**src/rtl/hilo_if.sv**
```systemverilog
`default_nettype none
// ============================================================================
//  Module      : hilo_if
//  Description : Bundle between the pipeline (EX/WB side) and the HI/LO unit.
//                Carries the writeback HI/LO write, the divide request from
//                EX, the flush, and the committed HI/LO plus stall/done status
//                returned by the unit.
//  Revision    : 1.0 - initial release
// ----------------------------------------------------------------------------
//  Signals
//    we_i, hi_i, lo_i              writeback HI/LO write
//    div_start_i, div_signed_i     divide request (level) and DIV/DIVU select
//    dividend_i, divisor_i         rs / rt operands
//    annul_i                       flush of the instruction owning the divide
//    hi_o, lo_o                    committed HI / LO
//    stall_req_o                   stall request to the stall controller
//    div_done_o                    one-cycle divide completion pulse
//  Modports: master = pipeline side, slave = hilo_unit
// ============================================================================
interface hilo_if;
    logic        we_i;
    logic [31:0] hi_i;
    logic [31:0] lo_i;
    logic        div_start_i;
    logic        div_signed_i;
    logic [31:0] dividend_i;
    logic [31:0] divisor_i;
    logic        annul_i;
    logic [31:0] hi_o;
    logic [31:0] lo_o;
    logic        stall_req_o;
    logic        div_done_o;

    modport master (
        output we_i, hi_i, lo_i, div_start_i, div_signed_i,
               dividend_i, divisor_i, annul_i,
        input  hi_o, lo_o, stall_req_o, div_done_o
    );

    modport slave (
        input  we_i, hi_i, lo_i, div_start_i, div_signed_i,
               dividend_i, divisor_i, annul_i,
        output hi_o, lo_o, stall_req_o, div_done_o
    );
endinterface
`default_nettype wire

```
**src/rtl/hilo_unit.sv**
```systemverilog
`default_nettype none
// ============================================================================
//  Module      : hilo_unit
//  Description : Architectural HI/LO register pair with a 32-cycle restoring
//                radix-2 divider (DIV/DIVU). Accepts writeback HI/LO writes,
//                runs divisions handed over by EX while stalling the
//                pipeline, and drives the committed HI/LO values.
//  Revision    : 1.0 - initial release
// ----------------------------------------------------------------------------
//  Ports
//    clk   in   system clock, rising edge
//    rst   in   asynchronous, active-low reset
//    bus   slave modport of hilo_if (see hilo_if.sv for the signal list)
// ============================================================================
module hilo_unit (
    input  logic   clk,
    input  logic   rst,
    hilo_if.slave  bus
);

    typedef enum logic [1:0] {
        ST_IDLE   = 2'd0,
        ST_BYZERO = 2'd1,
        ST_ON     = 2'd2,
        ST_END    = 2'd3
    } state_t;

    localparam logic [4:0] c_LAST_STEP = 5'd31;

    state_t      r_state;
    logic [4:0]  r_cnt;
    // {rem, quot}. The 65th bit of the algorithm only exists in the shifted
    // combinational view: the stored remainder is always below the divisor,
    // so it fits in 32 bits between steps.
    logic [63:0] r_shreg;
    logic [31:0] r_divisor;
    logic        r_q_neg;
    logic        r_r_neg;
    logic [31:0] r_hi;
    logic [31:0] r_lo;

    logic        w_start;
    logic        w_dvd_neg;
    logic        w_dvs_neg;
    logic [31:0] w_dvd_abs;
    logic [31:0] w_dvs_abs;
    logic [32:0] w_rem_sh;
    logic        w_ge;
    logic [31:0] w_diff;
    logic [63:0] w_next;
    logic [31:0] w_quot;
    logic [31:0] w_rem;
    logic        w_div_wr;

    assign w_start   = (r_state == ST_IDLE) && bus.div_start_i && !bus.annul_i;

    // Signed mode works on magnitudes; abs(0x80000000) wraps back to
    // 0x80000000, which is the right magnitude when read as unsigned.
    assign w_dvd_neg = bus.div_signed_i && bus.dividend_i[31];
    assign w_dvs_neg = bus.div_signed_i && bus.divisor_i[31];
    assign w_dvd_abs = w_dvd_neg ? (32'd0 - bus.dividend_i) : bus.dividend_i;
    assign w_dvs_abs = w_dvs_neg ? (32'd0 - bus.divisor_i)  : bus.divisor_i;

    // One restoring step: shift {rem,quot} left, trial-subtract the divisor
    // from the 33-bit shifted remainder. When the subtraction succeeds the
    // true difference is below 2^32, so a 32-bit subtract is exact.
    assign w_rem_sh  = r_shreg[63:31];
    assign w_ge      = (w_rem_sh >= {1'b0, r_divisor});
    assign w_diff    = w_rem_sh[31:0] - r_divisor;
    assign w_next    = {(w_ge ? w_diff : w_rem_sh[31:0]), r_shreg[30:0], w_ge};

    assign w_quot    = r_q_neg ? (32'd0 - r_shreg[31:0])  : r_shreg[31:0];
    assign w_rem     = r_r_neg ? (32'd0 - r_shreg[63:32]) : r_shreg[63:32];

    // A flushed division neither writes nor pulses done.
    assign w_div_wr  = (r_state == ST_END) && !bus.annul_i;

    assign bus.hi_o        = r_hi;
    assign bus.lo_o        = r_lo;
    assign bus.div_done_o  = ((r_state == ST_END) || (r_state == ST_BYZERO))
                             && !bus.annul_i;
    // Released in END so the stalled instruction advances in the cycle its
    // result is written; forced low while reset is held.
    assign bus.stall_req_o = rst && (w_start || (r_state == ST_BYZERO)
                                             || (r_state == ST_ON));

    always_ff @(posedge clk or negedge rst) begin
        if (!rst) begin
            r_state   <= ST_IDLE;
            r_cnt     <= 5'd0;
            r_shreg   <= 64'd0;
            r_divisor <= 32'd0;
            r_q_neg   <= 1'b0;
            r_r_neg   <= 1'b0;
            r_hi      <= 32'd0;
            r_lo      <= 32'd0;
        end else begin
            case (r_state)
                ST_IDLE: begin
                    if (w_start) begin
                        r_shreg   <= {32'd0, w_dvd_abs};
                        r_divisor <= w_dvs_abs;
                        r_q_neg   <= w_dvd_neg ^ w_dvs_neg;
                        r_r_neg   <= w_dvd_neg;
                        r_cnt     <= 5'd0;
                        r_state   <= (bus.divisor_i == 32'd0) ? ST_BYZERO : ST_ON;
                    end
                end
                ST_BYZERO: begin
                    r_state <= ST_IDLE;
                end
                ST_ON: begin
                    if (bus.annul_i) begin
                        r_state <= ST_IDLE;
                    end else begin
                        r_shreg <= w_next;
                        r_cnt   <= r_cnt + 5'd1;
                        if (r_cnt == c_LAST_STEP) begin
                            r_state <= ST_END;
                        end
                    end
                end
                ST_END: begin
                    r_state <= ST_IDLE;
                end
                default: begin
                    r_state <= ST_IDLE;
                end
            endcase

            // The division belongs to the younger instruction, so its result
            // wins over a writeback write landing in the same cycle.
            if (w_div_wr) begin
                r_hi <= w_rem;
                r_lo <= w_quot;
            end else if (bus.we_i) begin
                r_hi <= bus.hi_i;
                r_lo <= bus.lo_i;
            end
        end
    end

endmodule
`default_nettype wire

```
**src/flat_wrapper.sv**
```systemverilog
// flat-port wrapper written by rule: the top's interface ports become plain ports
module hilo_unit_flat 
  (clk, rst, bus_we_i, bus_hi_i, bus_lo_i, bus_div_start_i, bus_div_signed_i, bus_dividend_i, bus_divisor_i, bus_annul_i, bus_hi_o, bus_lo_o, bus_stall_req_o, bus_div_done_o);
  hilo_if bus_i ();
  input  logic clk;
  input  logic rst;
  input wire logic [$bits(bus_i.we_i)-1:0] bus_we_i;
  input wire logic [$bits(bus_i.hi_i)-1:0] bus_hi_i;
  input wire logic [$bits(bus_i.lo_i)-1:0] bus_lo_i;
  input wire logic [$bits(bus_i.div_start_i)-1:0] bus_div_start_i;
  input wire logic [$bits(bus_i.div_signed_i)-1:0] bus_div_signed_i;
  input wire logic [$bits(bus_i.dividend_i)-1:0] bus_dividend_i;
  input wire logic [$bits(bus_i.divisor_i)-1:0] bus_divisor_i;
  input wire logic [$bits(bus_i.annul_i)-1:0] bus_annul_i;
  output wire logic [$bits(bus_i.hi_o)-1:0] bus_hi_o;
  output wire logic [$bits(bus_i.lo_o)-1:0] bus_lo_o;
  output wire logic [$bits(bus_i.stall_req_o)-1:0] bus_stall_req_o;
  output wire logic [$bits(bus_i.div_done_o)-1:0] bus_div_done_o;
  assign bus_i.we_i = bus_we_i;
  assign bus_i.hi_i = bus_hi_i;
  assign bus_i.lo_i = bus_lo_i;
  assign bus_i.div_start_i = bus_div_start_i;
  assign bus_i.div_signed_i = bus_div_signed_i;
  assign bus_i.dividend_i = bus_dividend_i;
  assign bus_i.divisor_i = bus_divisor_i;
  assign bus_i.annul_i = bus_annul_i;
  assign bus_hi_o = bus_i.hi_o;
  assign bus_lo_o = bus_i.lo_o;
  assign bus_stall_req_o = bus_i.stall_req_o;
  assign bus_div_done_o = bus_i.div_done_o;
  hilo_unit u_core (.clk(clk), .rst(rst), .bus(bus_i));
endmodule
```
**config.mk**
```make
export PLATFORM = sky130hd
export DESIGN_NAME = hilo_unit_flat
export DESIGN_NICKNAME = d
export VERILOG_FILES = /design/src/rtl/hilo_if.sv /design/src/rtl/hilo_unit.sv /design/src/flat_wrapper.sv
export SDC_FILE = /design/constraint.sdc
export NUM_CORES = 1
export LEC_CHECK = 0
export ABC_CLOCK_PERIOD_IN_PS = 2600
export CAP_MARGIN = 0
export CELL_PAD_IN_SITES_DETAIL_PLACEMENT = 2
export CELL_PAD_IN_SITES_GLOBAL_PLACEMENT = 2
export CORE_AREA = 2 2 232 188
export CTS_BUF_LIST = sky130_fd_sc_hd__clkbuf_8
export CTS_CLUSTER_DIAMETER = 120
export DETAILED_ROUTE_END_ITERATION = 8
export DIE_AREA = 0 0 234 190
export PLACE_DENSITY_LB_ADDON = 0.1
export SKIP_CTS_REPAIR_TIMING = 1
export SYNTH_ARGS = -nofsm -noshare
export SYNTH_HDL_FRONTEND = slang
export SYNTH_SLANG_ARGS = --single-unit
```
**constraint.sdc**
```tcl
create_clock -name clk -period 2.6 [get_ports clk]
set_input_delay 0.52 -clock clk [delete_from_list [all_inputs] [get_ports clk]]
set_output_delay 0.52 -clock clk [all_outputs]
set_load 0.05 [all_outputs]
```
==> reports/qor.tcl <==
set qor(drive_above_1_share) 0.241
set qor(relSlewSlack) 0.570
set qor(setup.reg_to_reg.worst_slack_ns) -0.31
set qor(yosys.cell_count.top_type) {sky130_fd_sc_hd__dfrtp_1}
set qor(clock_path_buffers) 2
set qor(fmaxAchievable_mhz) 344
set qor(synth_seq_cells) 169
set qor(dominant_synthesized_flop_cell) {sky130_fd_sc_hd__dfrtp_1}
set qor(report.final.setup_viol) 43
set qor(power_leakage_uw) 0.00747
set qor(status) {finished, violations left}
set qor(floorplan.die.height_um) 190
set qor(design.portCount) 200
set qor(cts_made_buffers) 17
set qor(antenna_found_initial) 0
set qor(fraction_of_synthesis_flops_using_an_asynchronous_set_or_reset_pin) 1.00
set qor(die_area_um2) 44500
set qor(numPlacedInstances) 2301
set qor(synthesis.nets) 1546
set qor(dr.first_iter.drc_count) 627
set qor(type_of_the_worst_min_delay_path) {in2async}
set qor(start_kind) {flip-flop}
set qor(clock_sinks) 169
set qor(drtPass1Iterations) 5
set qor(criticalPathCategory) {reg2reg}
set qor(antenna_cells_inserted) 0
set qor(wire_per_inst_um) 20.8
set qor(synthXorXnorAreaFrac) 0.108
set qor(unrepaired_setup_endpoints_after_global_routing) {yes}
set qor(netlist.area_leader.share) 0.362
set qor(p_sw_uw) 7670
set qor(syn_avg_cell_area_um2) 8.51
set qor(synth_seq_area_share) 0.362
set qor(grt_start_max_net_pins) 90
set qor(avgViaCountPerCell) 5.02
set qor(synthSimpleGateAreaFrac) 0.155
set qor(synth.top_cells.by_area) {sky130_fd_sc_hd__dfrtp_1 36%, sky130_fd_sc_hd__xnor2_1 7.6%, sky130_fd_sc_hd__o21ai_0 6.8%, sky130_fd_sc_hd__mux2i_1 5.7%, sky130_fd_sc_hd__a21oi_1 5.0%}
set qor(wl_um) 48900
set qor(fp-row-count) 68
set qor(area_overhead_of_the_layout_relative_to_synthesis_pct) 48.6
set qor(share_comb_of_total_power) 0.658
set qor(syn_inst) 1373
set qor(tightest_slew_ns) 0.640
set qor(drt.antenna.violating_nets) 0
set qor(clock_tree_from_tritoncts) {done}
set qor(finalCriticalPeriod_ns) 2.91
set qor(first_global_vias) 12578
set qor(power_per_cell_area_nw_per_um2) 962
set qor(violations) {negative setup slack}
set qor(synth_adder_area_share) 0.0424
set qor(grt_first_pass_wirelength_um) 74300
set qor(routabilityCongestion) 0.883
set qor(finClkSkew_ns) 0.0194
set qor(worst_setup_path_end_kind) {flip-flop}
set qor(synth.cells.most_frequent) {169 x sky130_fd_sc_hd__dfrtp_1, 159 x sky130_fd_sc_hd__o21ai_0, 147 x sky130_fd_sc_hd__nand2_1}
set qor(via_count) 11799
set qor(yosysWarnings) 0
set qor(vdd_ir_drop_max_v) 0.000382
set qor(postLayoutSetupSlackWorst_ns) -0.307
set qor(port_buffers) 199
set qor(internal_power_uw) 9020
set qor(core_area_um2) 42500
set qor(number_of_max_cap_violations) 0
set qor(synth_enable_flop_cells) 0
set qor(pwr-share-clk) 0.120
set qor(timing.critical_path.arrival_ns) 3.31
set qor(critical_path.max_fanout) 10
set qor(synth_top_family_by_area) {compound AO/OA/AOI/OAI gates}
set qor(number_of_endpoints_with_negative_hold_slack_in_the_final_report) 0
set qor(synth_compound_gate_area_share) 0.212
set qor(synth_area_leader_cell) {sky130_fd_sc_hd__dfrtp_1}
set qor(report.final.slew_viol_count) 0
set qor(worst_r2r_path_depth) 11
set qor(grt_use_total) 0.218
set qor(cp.required_ns) 3.00
set qor(hpwl_um) 39000
set qor(synth.cell_area_um2) 11700
set qor(fin_nets) 1949
set qor(clock_tree.htree_level_count) 4
set qor(floorplan.initialDensity) 0.275
set qor(share_seq_of_total_power) 0.222
set qor(route.detailed.drc) 0
set qor(final.setup.tns_ns) -8.95
set qor(multiplexer_area_fraction_after_synthesis) 0.0730
set qor(final_min_period_over_clock_period) 1.12
set qor(pre_cts_ws_ns) -0.595
set qor(clock_latency_ns) 0.52
set qor(chipWidth_um) 234
set qor(layout.cells.non_filler) 2349
set qor(clk_transition_reported_paths_ns) 0.10
set qor(netlist-cell-type-count) 66
set qor(switching_share) 0.459
set qor(grt_remaining_overflow) 0
set qor(cts-root-buf) {sky130_fd_sc_hd__clkbuf_8}
set qor(final_core_util) 0.409
## metal layers
| layer | wire length [um] | vias to the layer above | GRT usage |
|---|---|---|---|
| met1 | 25900 | 5895 | 0.338 |
| met5 | 0 | - | 0 |
| met2 | 20900 | 202 | 0.318 |
| li1 | - | 5679 | - |
| met3 | 1660 | 23 | 0.0282 |
| met4 | 442 | 0 | 0.0445 |
## area by class of cell
cell class / count / area (um^2)
Clock buffer: 17 / 234
Clock inverter: 15 / 165
Fill cell: 4693 / 25100
Inverter: 66 / 248
Multi-Input combinational cell: 1064 / 7650
Sequential cell: 169 / 4230
Tap cell: 560 / 701
Timing Repair Buffer: 458 / 4120
## through the flow
| stage | total power, uW | area [um^2] | hold slack (ns) |
|---|---|---|---|
| after floorplan | 8820 | 11800 | 0.224 |
| after CTS | 15500 | 16600 | -0.169 |
| after global placement | 13100 | 16200 | 0.413 |
| final | 16700 | 17400 | 0.437 |
| after detailed placement | 13400 | 16200 | 0.419 |
| after global routing | 17800 | 17400 | 0.411 |
## cell usage in the layout (no fill, tap or decap), types with 10 or more instances in the layout
cell type and instances:
sky130_fd_sc_hd__buf_4 244, sky130_fd_sc_hd__clkdlybuf4s50_1 195, sky130_fd_sc_hd__dfrtp_1 167, sky130_fd_sc_hd__nand2_1 140, sky130_fd_sc_hd__o21ai_0 114, sky130_fd_sc_hd__a21oi_1 112, sky130_fd_sc_hd__nor2_1 102, sky130_fd_sc_hd__xnor2_1 92
sky130_fd_sc_hd__mux2i_1 65, sky130_fd_sc_hd__inv_1 60, sky130_fd_sc_hd__xor2_1 42, sky130_fd_sc_hd__o21ai_1 37, sky130_fd_sc_hd__a22oi_1 30, sky130_fd_sc_hd__ha_1 28, sky130_fd_sc_hd__nor3_1 21, sky130_fd_sc_hd__o31ai_1 17
sky130_fd_sc_hd__mux2_2 17, sky130_fd_sc_hd__clkbuf_8 17, sky130_fd_sc_hd__and3_1 14, sky130_fd_sc_hd__or3_1 14, sky130_fd_sc_hd__buf_12 11, sky130_fd_sc_hd__nand2b_1 10
## cells by family after synthesis
logic type | count (synthesis)
AO/OA/AOI/OAI | 410
XOR/XNOR | 144
adder cells (fa/ha/maj) | 39
buffers and inverters | 140
flip-flops | 169
multiplexers | 83
AND/OR/NAND/NOR | 388
## state kept, by name, indices dropped and copies added, names as in the netlist
signal / count
u_core.r_q_neg: 1
u_core.r_shreg: 64
u_core.r_divisor: 32
u_core.bus.lo_o: 32
u_core.bus.hi_o: 32
u_core.r_state: 2
u_core.r_r_neg: 1
u_core.r_cnt: 5
## path summary, 6_finish.rpt
kind,end,from
max in group asynchronous,u_core.bus.lo_o[25]$_DFFE_PN0P_,rst
worst min-delay path,u_core.r_divisor[18]$_DFFE_PN0P_,rst
worst max register to register,u_core.r_shreg[61]$_DFFE_PN0P_,u_core.r_shreg[34]$_DFFE_PN0P_
worst max-delay path,u_core.r_shreg[61]$_DFFE_PN0P_,u_core.r_shreg[34]$_DFFE_PN0P_
worst min register to register,u_core.r_divisor[3]$_DFFE_PN0P_,u_core.r_divisor[3]$_DFFE_PN0P_
min in group clk,u_core.r_divisor[3]$_DFFE_PN0P_,u_core.r_divisor[3]$_DFFE_PN0P_
## power by group through the flow
stage / clock network, uW / logic, uW / registers [uW]
after floorplan: 0 / 4790 / 4030
after global placement: 0 / 9390 / 3680
after detailed placement: 0 / 9680 / 3720
after CTS: 2090 / 9720 / 3670
after global routing: 2200 / 11900 / 3760
final: 2010 / 11000 / 3700
## worst max-delay path, cell delays in order, from the launching register on
cell and delay (ns):
sky130_fd_sc_hd__dfrtp_2 0.46, sky130_fd_sc_hd__ha_4 0.30, sky130_fd_sc_hd__o21a_1 0.14, sky130_fd_sc_hd__o31a_1 0.20, sky130_fd_sc_hd__o2111ai_2 0.17, sky130_fd_sc_hd__a2111oi_4 0.42
sky130_fd_sc_hd__o31a_1 0.32, sky130_fd_sc_hd__a21oi_4 0.11, sky130_fd_sc_hd__buf_12 0.18, sky130_fd_sc_hd__buf_4 0.15, sky130_fd_sc_hd__a32oi_2 0.22, sky130_fd_sc_hd__o21ai_1 0.09
No activity file was read; power rests on OpenSTA's default activity.
